### src/rtl/spi_slave_pkg.sv
// Shared SPI slave definitions.
// Holds the slave register addresses, CTRL/CONFIG bit positions, the
// state encoding and a CTRL packing helper so that the slave, the
// host-side software model and the testbench agree on one register map.
package spi_slave_pkg;

  // Register addresses
  localparam logic [1:0] SPIS_CTRL   = 2'd0;
  localparam logic [1:0] SPIS_CONFIG = 2'd1;
  localparam logic [1:0] SPIS_TXBUF  = 2'd2;
  localparam logic [1:0] SPIS_RXBUF  = 2'd3;

  // CTRL bit positions
  localparam int unsigned SPIS_CTRL_EN      = 0;
  localparam int unsigned SPIS_CTRL_IRQEN   = 1;
  localparam int unsigned SPIS_CTRL_TXEMPTY = 4;
  localparam int unsigned SPIS_CTRL_OVR     = 5;
  localparam int unsigned SPIS_CTRL_RXV     = 6;
  localparam int unsigned SPIS_CTRL_BUSY    = 7;

  // CONFIG bit positions: MODE = {CPOL, CPHA}
  localparam int unsigned SPIS_CFG_CPHA = 4;
  localparam int unsigned SPIS_CFG_CPOL = 5;

  typedef enum logic [1:0] {
    SPIS_ST_DISABLED = 2'd0,
    SPIS_ST_IDLE     = 2'd1,
    SPIS_ST_ACTIVE   = 2'd2
  } spis_state_e;

  // Assemble the CTRL read value from its individual flags.
  function automatic logic [7:0] spis_ctrl_pack(
    input logic en,
    input logic irqen,
    input logic txempty,
    input logic ovr,
    input logic rxv,
    input logic busy
  );
    logic [7:0] v;
    v = 8'h00;
    v[SPIS_CTRL_EN]      = en;
    v[SPIS_CTRL_IRQEN]   = irqen;
    v[SPIS_CTRL_TXEMPTY] = txempty;
    v[SPIS_CTRL_OVR]     = ovr;
    v[SPIS_CTRL_RXV]     = rxv;
    v[SPIS_CTRL_BUSY]    = busy;
    return v;
  endfunction

endpackage

### src/rtl/spi_sync_edge.sv
// Two-flop synchronizer with a third stage for edge detection.
// Ports:
//   clk_i   system clock
//   rst_ni  synchronous reset, active low (all stages preset to INIT)
//   d_i     asynchronous input
//   q_o     synchronized level
//   rise_o  one-cycle pulse on a synchronized 0->1 transition
//   fall_o  one-cycle pulse on a synchronized 1->0 transition
module spi_sync_edge #(
  parameter logic INIT = 1'b0
) (
  input  logic clk_i,
  input  logic rst_ni,
  input  logic d_i,
  output logic q_o,
  output logic rise_o,
  output logic fall_o
);

  logic [2:0] sync_q;
  logic [2:0] sync_d;

  assign sync_d = {sync_q[1:0], d_i};

  always_ff @(posedge clk_i) begin
    if (!rst_ni) begin
      sync_q <= {3{INIT}};
    end else begin
      sync_q <= sync_d;
    end
  end

  // Stage 1 is the synchronized level; stage 2 is the previous level.
  assign q_o    = sync_q[1];
  assign rise_o = sync_q[1] & ~sync_q[2];
  assign fall_o = ~sync_q[1] & sync_q[2];

endmodule

### src/rtl/spi_slave.sv
// SPI slave with a small register interface.
// Ports:
//   Clk, Rst_n        system clock, synchronous active-low reset
//   Addr, Wr, DataWr  register write port (write on Clk edge with Wr=1)
//   DataRd            combinational read of the register selected by Addr
//   SCK, MOSI, CS     SPI inputs from the master (asynchronous to Clk)
//   MISO, MISO_En     serial data to the master and its drive enable
//   Irq               registered IRQEN & (RXV | OVR)
// Registers: CTRL (EN, IRQEN, TXEMPTY, OVR, RXV, BUSY), CONFIG (MODE),
// TXBUF, RXBUF. All four SPI modes, MSB first, 8-bit bytes.
module spi_slave
  import spi_slave_pkg::*;
(
  input  logic       Clk,
  input  logic       Rst_n,
  input  logic [1:0] Addr,
  input  logic       Wr,
  input  logic [7:0] DataWr,
  output logic [7:0] DataRd,
  input  logic       SCK,
  input  logic       MOSI,
  input  logic       CS,
  output logic       MISO,
  output logic       MISO_En,
  output logic       Irq
);

  // Synchronized SPI inputs
  logic sck_lvl, sck_rise, sck_fall;
  logic cs_lvl, cs_rise, cs_fall;
  logic mosi_lvl, mosi_rise, mosi_fall;
  logic unused_sync;

  spi_sync_edge #(.INIT(1'b0)) u_sync_sck (
    .clk_i  (Clk),
    .rst_ni (Rst_n),
    .d_i    (SCK),
    .q_o    (sck_lvl),
    .rise_o (sck_rise),
    .fall_o (sck_fall)
  );

  spi_sync_edge #(.INIT(1'b1)) u_sync_cs (
    .clk_i  (Clk),
    .rst_ni (Rst_n),
    .d_i    (CS),
    .q_o    (cs_lvl),
    .rise_o (cs_rise),
    .fall_o (cs_fall)
  );

  spi_sync_edge #(.INIT(1'b0)) u_sync_mosi (
    .clk_i  (Clk),
    .rst_ni (Rst_n),
    .d_i    (MOSI),
    .q_o    (mosi_lvl),
    .rise_o (mosi_rise),
    .fall_o (mosi_fall)
  );

  // The CS level (not its rising pulse) ends a transfer, so these are spare.
  assign unused_sync = ^{sck_lvl, cs_rise, mosi_rise, mosi_fall};

  // State and registers
  spis_state_e state_q, state_d;
  logic        en_q, en_d;
  logic        irqen_q, irqen_d;
  logic        txempty_q, txempty_d;
  logic        ovr_q, ovr_d;
  logic        rxv_q, rxv_d;
  logic [1:0]  mode_q, mode_d;
  logic [7:0]  txbuf_q, txbuf_d;
  logic [7:0]  rxbuf_q, rxbuf_d;
  logic [7:0]  tx_shift_q, tx_shift_d;
  logic [7:0]  rx_shift_q, rx_shift_d;
  logic [2:0]  bit_cnt_q, bit_cnt_d;
  logic        miso_q, miso_d;
  logic        irq_q, irq_d;

  logic cpol, cpha;
  logic lead_edge, trail_edge;
  logic sample_edge, shift_edge;
  logic busy;

  assign cpol = mode_q[1];
  assign cpha = mode_q[0];

  // Leading edge leaves the idle (CPOL) level; trailing edge returns to it.
  assign lead_edge   = cpol ? sck_fall : sck_rise;
  assign trail_edge  = cpol ? sck_rise : sck_fall;
  assign sample_edge = cpha ? trail_edge : lead_edge;
  assign shift_edge  = cpha ? lead_edge  : trail_edge;

  assign busy = (state_q == SPIS_ST_ACTIVE);

  always_ff @(posedge Clk) begin
    if (!Rst_n) begin
      state_q    <= SPIS_ST_DISABLED;
      en_q       <= 1'b0;
      irqen_q    <= 1'b0;
      txempty_q  <= 1'b1;
      ovr_q      <= 1'b0;
      rxv_q      <= 1'b0;
      mode_q     <= 2'b00;
      txbuf_q    <= 8'h00;
      rxbuf_q    <= 8'h00;
      tx_shift_q <= 8'h00;
      rx_shift_q <= 8'h00;
      bit_cnt_q  <= 3'd0;
      miso_q     <= 1'b0;
      irq_q      <= 1'b0;
    end else begin
      state_q    <= state_d;
      en_q       <= en_d;
      irqen_q    <= irqen_d;
      txempty_q  <= txempty_d;
      ovr_q      <= ovr_d;
      rxv_q      <= rxv_d;
      mode_q     <= mode_d;
      txbuf_q    <= txbuf_d;
      rxbuf_q    <= rxbuf_d;
      tx_shift_q <= tx_shift_d;
      rx_shift_q <= rx_shift_d;
      bit_cnt_q  <= bit_cnt_d;
      miso_q     <= miso_d;
      irq_q      <= irq_d;
    end
  end

  always_comb begin
    state_d    = state_q;
    en_d       = en_q;
    irqen_d    = irqen_q;
    txempty_d  = txempty_q;
    ovr_d      = ovr_q;
    rxv_d      = rxv_q;
    mode_d     = mode_q;
    txbuf_d    = txbuf_q;
    rxbuf_d    = rxbuf_q;
    tx_shift_d = tx_shift_q;
    rx_shift_d = rx_shift_q;
    bit_cnt_d  = bit_cnt_q;
    miso_d     = miso_q;

    // Host writes first; the transfer logic below runs afterwards so that
    // a hardware set of RXV/OVR in the same cycle overrides a W1C clear.
    if (Wr) begin
      case (Addr)
        SPIS_CTRL: begin
          en_d    = DataWr[SPIS_CTRL_EN];
          irqen_d = DataWr[SPIS_CTRL_IRQEN];
          if (DataWr[SPIS_CTRL_OVR]) ovr_d = 1'b0;
          if (DataWr[SPIS_CTRL_RXV]) rxv_d = 1'b0;
        end
        SPIS_CONFIG: begin
          // Mode must stay stable for the whole transfer.
          if (!busy) mode_d = DataWr[SPIS_CFG_CPOL:SPIS_CFG_CPHA];
        end
        SPIS_TXBUF: begin
          txbuf_d   = DataWr;
          txempty_d = 1'b0;
        end
        default: ;  // RXBUF is read-only
      endcase
    end

    case (state_q)
      SPIS_ST_DISABLED: begin
        bit_cnt_d = 3'd0;
        if (en_q) state_d = SPIS_ST_IDLE;
      end

      SPIS_ST_IDLE: begin
        bit_cnt_d = 3'd0;
        if (!en_q) begin
          state_d = SPIS_ST_DISABLED;
        end else if (cs_fall) begin
          state_d   = SPIS_ST_ACTIVE;
          txempty_d = 1'b1;
          miso_d    = txbuf_q[7];
          // CPHA=0 has bit7 on the line already, so the first shift edge
          // must move on to bit6. CPHA=1 drives bit7 on the first leading edge.
          tx_shift_d = cpha ? txbuf_q : {txbuf_q[6:0], 1'b0};
        end
      end

      SPIS_ST_ACTIVE: begin
        if (!en_q) begin
          state_d   = SPIS_ST_DISABLED;
          bit_cnt_d = 3'd0;
        end else if (cs_lvl) begin
          // Deselected: any partial byte is dropped.
          state_d   = SPIS_ST_IDLE;
          bit_cnt_d = 3'd0;
        end else begin
          if (sample_edge) begin
            rx_shift_d = {rx_shift_q[6:0], mosi_lvl};
            bit_cnt_d  = bit_cnt_q + 3'd1;  // wraps to 0 after the 8th bit
            if (bit_cnt_q == 3'd7) begin
              rxbuf_d    = {rx_shift_q[6:0], mosi_lvl};
              rxv_d      = 1'b1;
              if (rxv_q) ovr_d = 1'b1;
              // Full reload: the next shift edge drives the new bit7.
              tx_shift_d = txbuf_q;
              txempty_d  = 1'b1;
            end
          end
          if (shift_edge) begin
            miso_d     = tx_shift_q[7];
            tx_shift_d = {tx_shift_q[6:0], 1'b0};
          end
        end
      end

      default: begin
        state_d = SPIS_ST_DISABLED;
      end
    endcase

    // Registered from the next-state flags so Irq tracks the visible flags.
    irq_d = irqen_d & (rxv_d | ovr_d);
  end

  always_comb begin
    DataRd = 8'h00;
    case (Addr)
      SPIS_CTRL:   DataRd = spis_ctrl_pack(en_q, irqen_q, txempty_q, ovr_q, rxv_q, busy);
      SPIS_CONFIG: DataRd = {2'b00, mode_q, 4'b0000};
      SPIS_TXBUF:  DataRd = txbuf_q;
      SPIS_RXBUF:  DataRd = rxbuf_q;
      default:     DataRd = 8'h00;
    endcase
  end

  assign MISO_En = busy;
  assign MISO    = miso_q & busy;
  assign Irq     = irq_q;

endmodule

### config.mk
export PLATFORM = sky130hd
export DESIGN_NAME = spi_slave
export DESIGN_NICKNAME = d
export VERILOG_FILES = /design/src/rtl/spi_slave_pkg.sv /design/src/rtl/spi_sync_edge.sv /design/src/rtl/spi_slave.sv
export SDC_FILE = /design/constraint.sdc
export NUM_CORES = 1
export LEC_CHECK = 0
export ABC_AREA = 1
export BUFFER_PORTS_ARGS = -buffer_cell sky130_fd_sc_hd__buf_2
export CAP_MARGIN = 5
export CORE_AREA = 2 2 80 82
export CTS_CLUSTER_DIAMETER = 30
export DETAILED_ROUTE_END_ITERATION = 12
export DIE_AREA = 0 0 82 84
export SLEW_MARGIN = 20
export SYNTH_ARGS = -nofsm -noshare
export SYNTH_HDL_FRONTEND = slang
export SYNTH_SLANG_ARGS = --single-unit
### constraint.sdc
create_clock -name Clk -period 2.2 [get_ports Clk]
set_clock_uncertainty 0.1 [all_clocks]
set_input_delay 0.44 -clock Clk [delete_from_list [all_inputs] [get_ports Clk]]
set_output_delay 0.44 -clock Clk [all_outputs]
set_load 0.01 [all_outputs]
==> impl_metrics.tcl <==
set metrics [dict create \
    rsz0062_at_grt "false" \
    path_clk_slew_ns 0.11 \
    clock_sinks 53 \
    antenna_left 0 \
    routabilityCongestion 0.893 \
    wl_met3_um 255 \
    setup_viol 0 \
    fin_crit_ns 2.05 \
    crit_arrival_ns 1.51 \
    critPathMaxFanout 7 \
    path_cells "inv_1, ha_2, inv_1, o221ai_1, buf_2" \
    top_layer_used "met4" \
    setup_ws_ns 0.154 \
    grt_pass1_vias 2211 \
    min_path_type "primary input to flop" \
    fin_setup_tns_ns 0 \
    drive_above_1_share 0.176 \
    yosysWarnings 0 \
    cts_made_buffers 5 \
    final_nets 424 \
    dr_wl_met2_mm 2.92 \
    grt_max_degree 21 \
    outcome "finished, final reports clean" \
    m1WireLength_mm 2.94 \
    cp-end-kind "primary output" \
    synth-simple-area-share 0.321 \
    ys.flop_type "dfxtp_1" \
    area_growth_pct 11.4 \
    relSlewSlack 0.672 \
    wl_per_cell_um 13.1 \
    numPortBuffers 26 \
    synth.area.mux_share 0 \
    yosys.cell_types.count 28 \
    boundaryPins 27 \
    syn_inst 376 \
    synth_top_family_by_area "simple AND/OR/NAND/NOR gates" \
    synthesis.nets 398 \
    core_area_um2 6100 \
    drt_iter0_drc 186 \
    drcViolationCount 0 \
    via_count 2398 \
    crit_top_cell "inv_1" \
    ir_drop_mv 0.394 \
    fillers 644 \
    dieHeight_um 84 \
    hold_buffers 0 \
    cts_buffer_depth 2 \
    viasPerCell 5.00 \
    netlist_area_um2 2660 \
    synth.avg_cell_area_um2 7.07 \
    antenna_found_initial 0 \
    wl_mm 6.27 \
    drv_slew 0 \
    clock_latency_ns 0.32 \
    critical_path.max_stage_delay_ns 0.34 \
    synth_top_cell_by_area "dfxtp_1" \
    synth_compound_area_frac 0.163 \
    power_w 0.00273 \
    start_util 0.436 \
    path_class "flop to primary output" \
    p_leak_nw 1.37 \
    synthAdderAreaFrac 0.0282 \
    cts-root-buf "clkbuf_8" \
    fin_crit_sh 0.930 \
    n_antenna_cell 0 \
    dieWidth_um 82 \
    dr.pass1.iters 5 \
    max_freq_mhz 489 \
    critical-path-slowest-cell "dfxtp_1" \
    preCtsSetupSlack_ns 0.328 \
    grt_pass1_wl_mm 10.6 \
    synthTopCellsByArea "dfxtp_1 (40%), nand2_1 (12%), nor2_1 (6.2%)" \
    die_area_um2 6890 \
    htree_levels 2 \
    grt_usage 0.198 \
    post-dp-hpwl_mm 4.70 \
    synth-xor-area-share 0 \
    cts_tree "done" \
    synth-edff-count 0 \
    drv_cap 0 \
    overflow 0 \
    worst_setup_path_start_kind "flop" \
    synth-seq-cells 53 \
    hold_viol 0 \
    synth-async-reset-ratio 0 \
    worstPathRequired_ns 1.66 \
    worstMarginPinSlew_ns 0.491 \
    cellPowerDensity_nw_per_um2 921 \
    yosys.area.top_type_share 0.399 \
    rows 29 \
    yosysSeqAreaShare 0.399 \
]
[report_power, final]
part	internal (W)	switching, W	total (W)
combinational	0.000375	0.000623	0.000998
clock	0.000233	0.000361	0.000594
sequential	0.00108	0.0000549	0.00114
total	0.00169	0.00104	0.00273
[placed cells by master (no fill, tap or decap), drive strengths merged, types with 3 or more instances in the layout]
| cell | n |
|---|---|
| o21ai | 36 |
| a21oi | 34 |
| buf | 31 |
| nand2 | 92 |
| nor2 | 49 |
| ha | 6 |
| inv | 49 |
| or2 | 3 |
| o221ai | 3 |
| clkbuf | 5 |
| dfxtp | 53 |
| nand3 | 35 |
[layout make-up]
class	instances	area, µm²	share of cell area
timing repair buffer	31	171	0.0578
clock inverter	3	25.0	0.00844
clock buffer	5	68.8	0.0232
multi-input combinational	264	1370	0.461
tap	77	96.3	0.0325
inverter	47	176	0.0595
sequential	53	1060	0.358
[path summary, 6_finish.rpt]
| kind | start | endpoint | depth (start not counted) | slack, ns |
|---|---|---|---|---|
| worst max-delay path | state_q[0] | DataRd[7] | 5 | 0.15 |
| worst min-delay path | MOSI | u_sync_mosi.sync_q[0] | 3 | 0.20 |
| worst max register to register | state_q[0] | Irq | 11 | 0.43 |
| worst min register to register | u_sync_mosi.sync_q[0] | u_sync_mosi.sync_q[1] | 2 | 0.32 |
[through the flow]
stage | hold WS, ns | cells | cell area (µm²) | utilization
finish | 0.202 | 480 | 2960 | 0.486
global route | 0.200 | 480 | 2960 | 0.486
CTS | 0.202 | 480 | 2960 | 0.485
detailed placement | 0.305 | 472 | 2860 | 0.470
global placement | 0.295 | 472 | 2860 | 0.470
floorplan | 0.290 | 376 | 2660 | -
[critical path, delay by kind of cell, from the launching register on]
kind                       cells  cell delay, ns
adders and majority gates      1            0.26
buffers and inverters          3            0.38
AOI/OAI and AO/OA              1            0.20
DFF                            1            0.34
[cell families after synthesis]
family / count (synthesis)
adder cells (fa/ha/maj): 6
buffers and inverters: 59
AO/OA/AOI/OAI: 78
flip-flops: 53
AND/OR/NAND/NOR: 180
[per-layer routing]
metal,vias up,GRT usage
li1,1268,-
met1,1071,0.261
met2,47,0.319
met3,12,0.0379
met4,0,0.0712
met5,-,0
[registers in the layout, indices dropped and copies added (netlist names), 2 cells and up]
name                flops
rxbuf_q                 8
tx_shift_q              8
txbuf_q                 8
rx_shift_q              7
bit_cnt_q               3
u_sync_cs.sync_q        3
u_sync_sck.sync_q       3
mode_q                  2
state_q                 2
u_sync_mosi.sync_q      2
[synth_stat cells (4+ instances only)]
cell / count
nand3_1: 27
inv_1: 40
clkbuf_1: 7
a21oi_1: 32
nand2_4: 4
o21ai_1: 11
inv_2: 7
nand3_2: 5
o21ai_0: 25
ha_1: 6
nand2_1: 86
dfxtp_1: 53
nor2_1: 44
[timing repair]
item	CTS	global route
buffers inserted	0	0
setup endpoints to repair	0	2
gates resized for setup	0	2
Note: power is estimated with default switching activity, not from simulation.
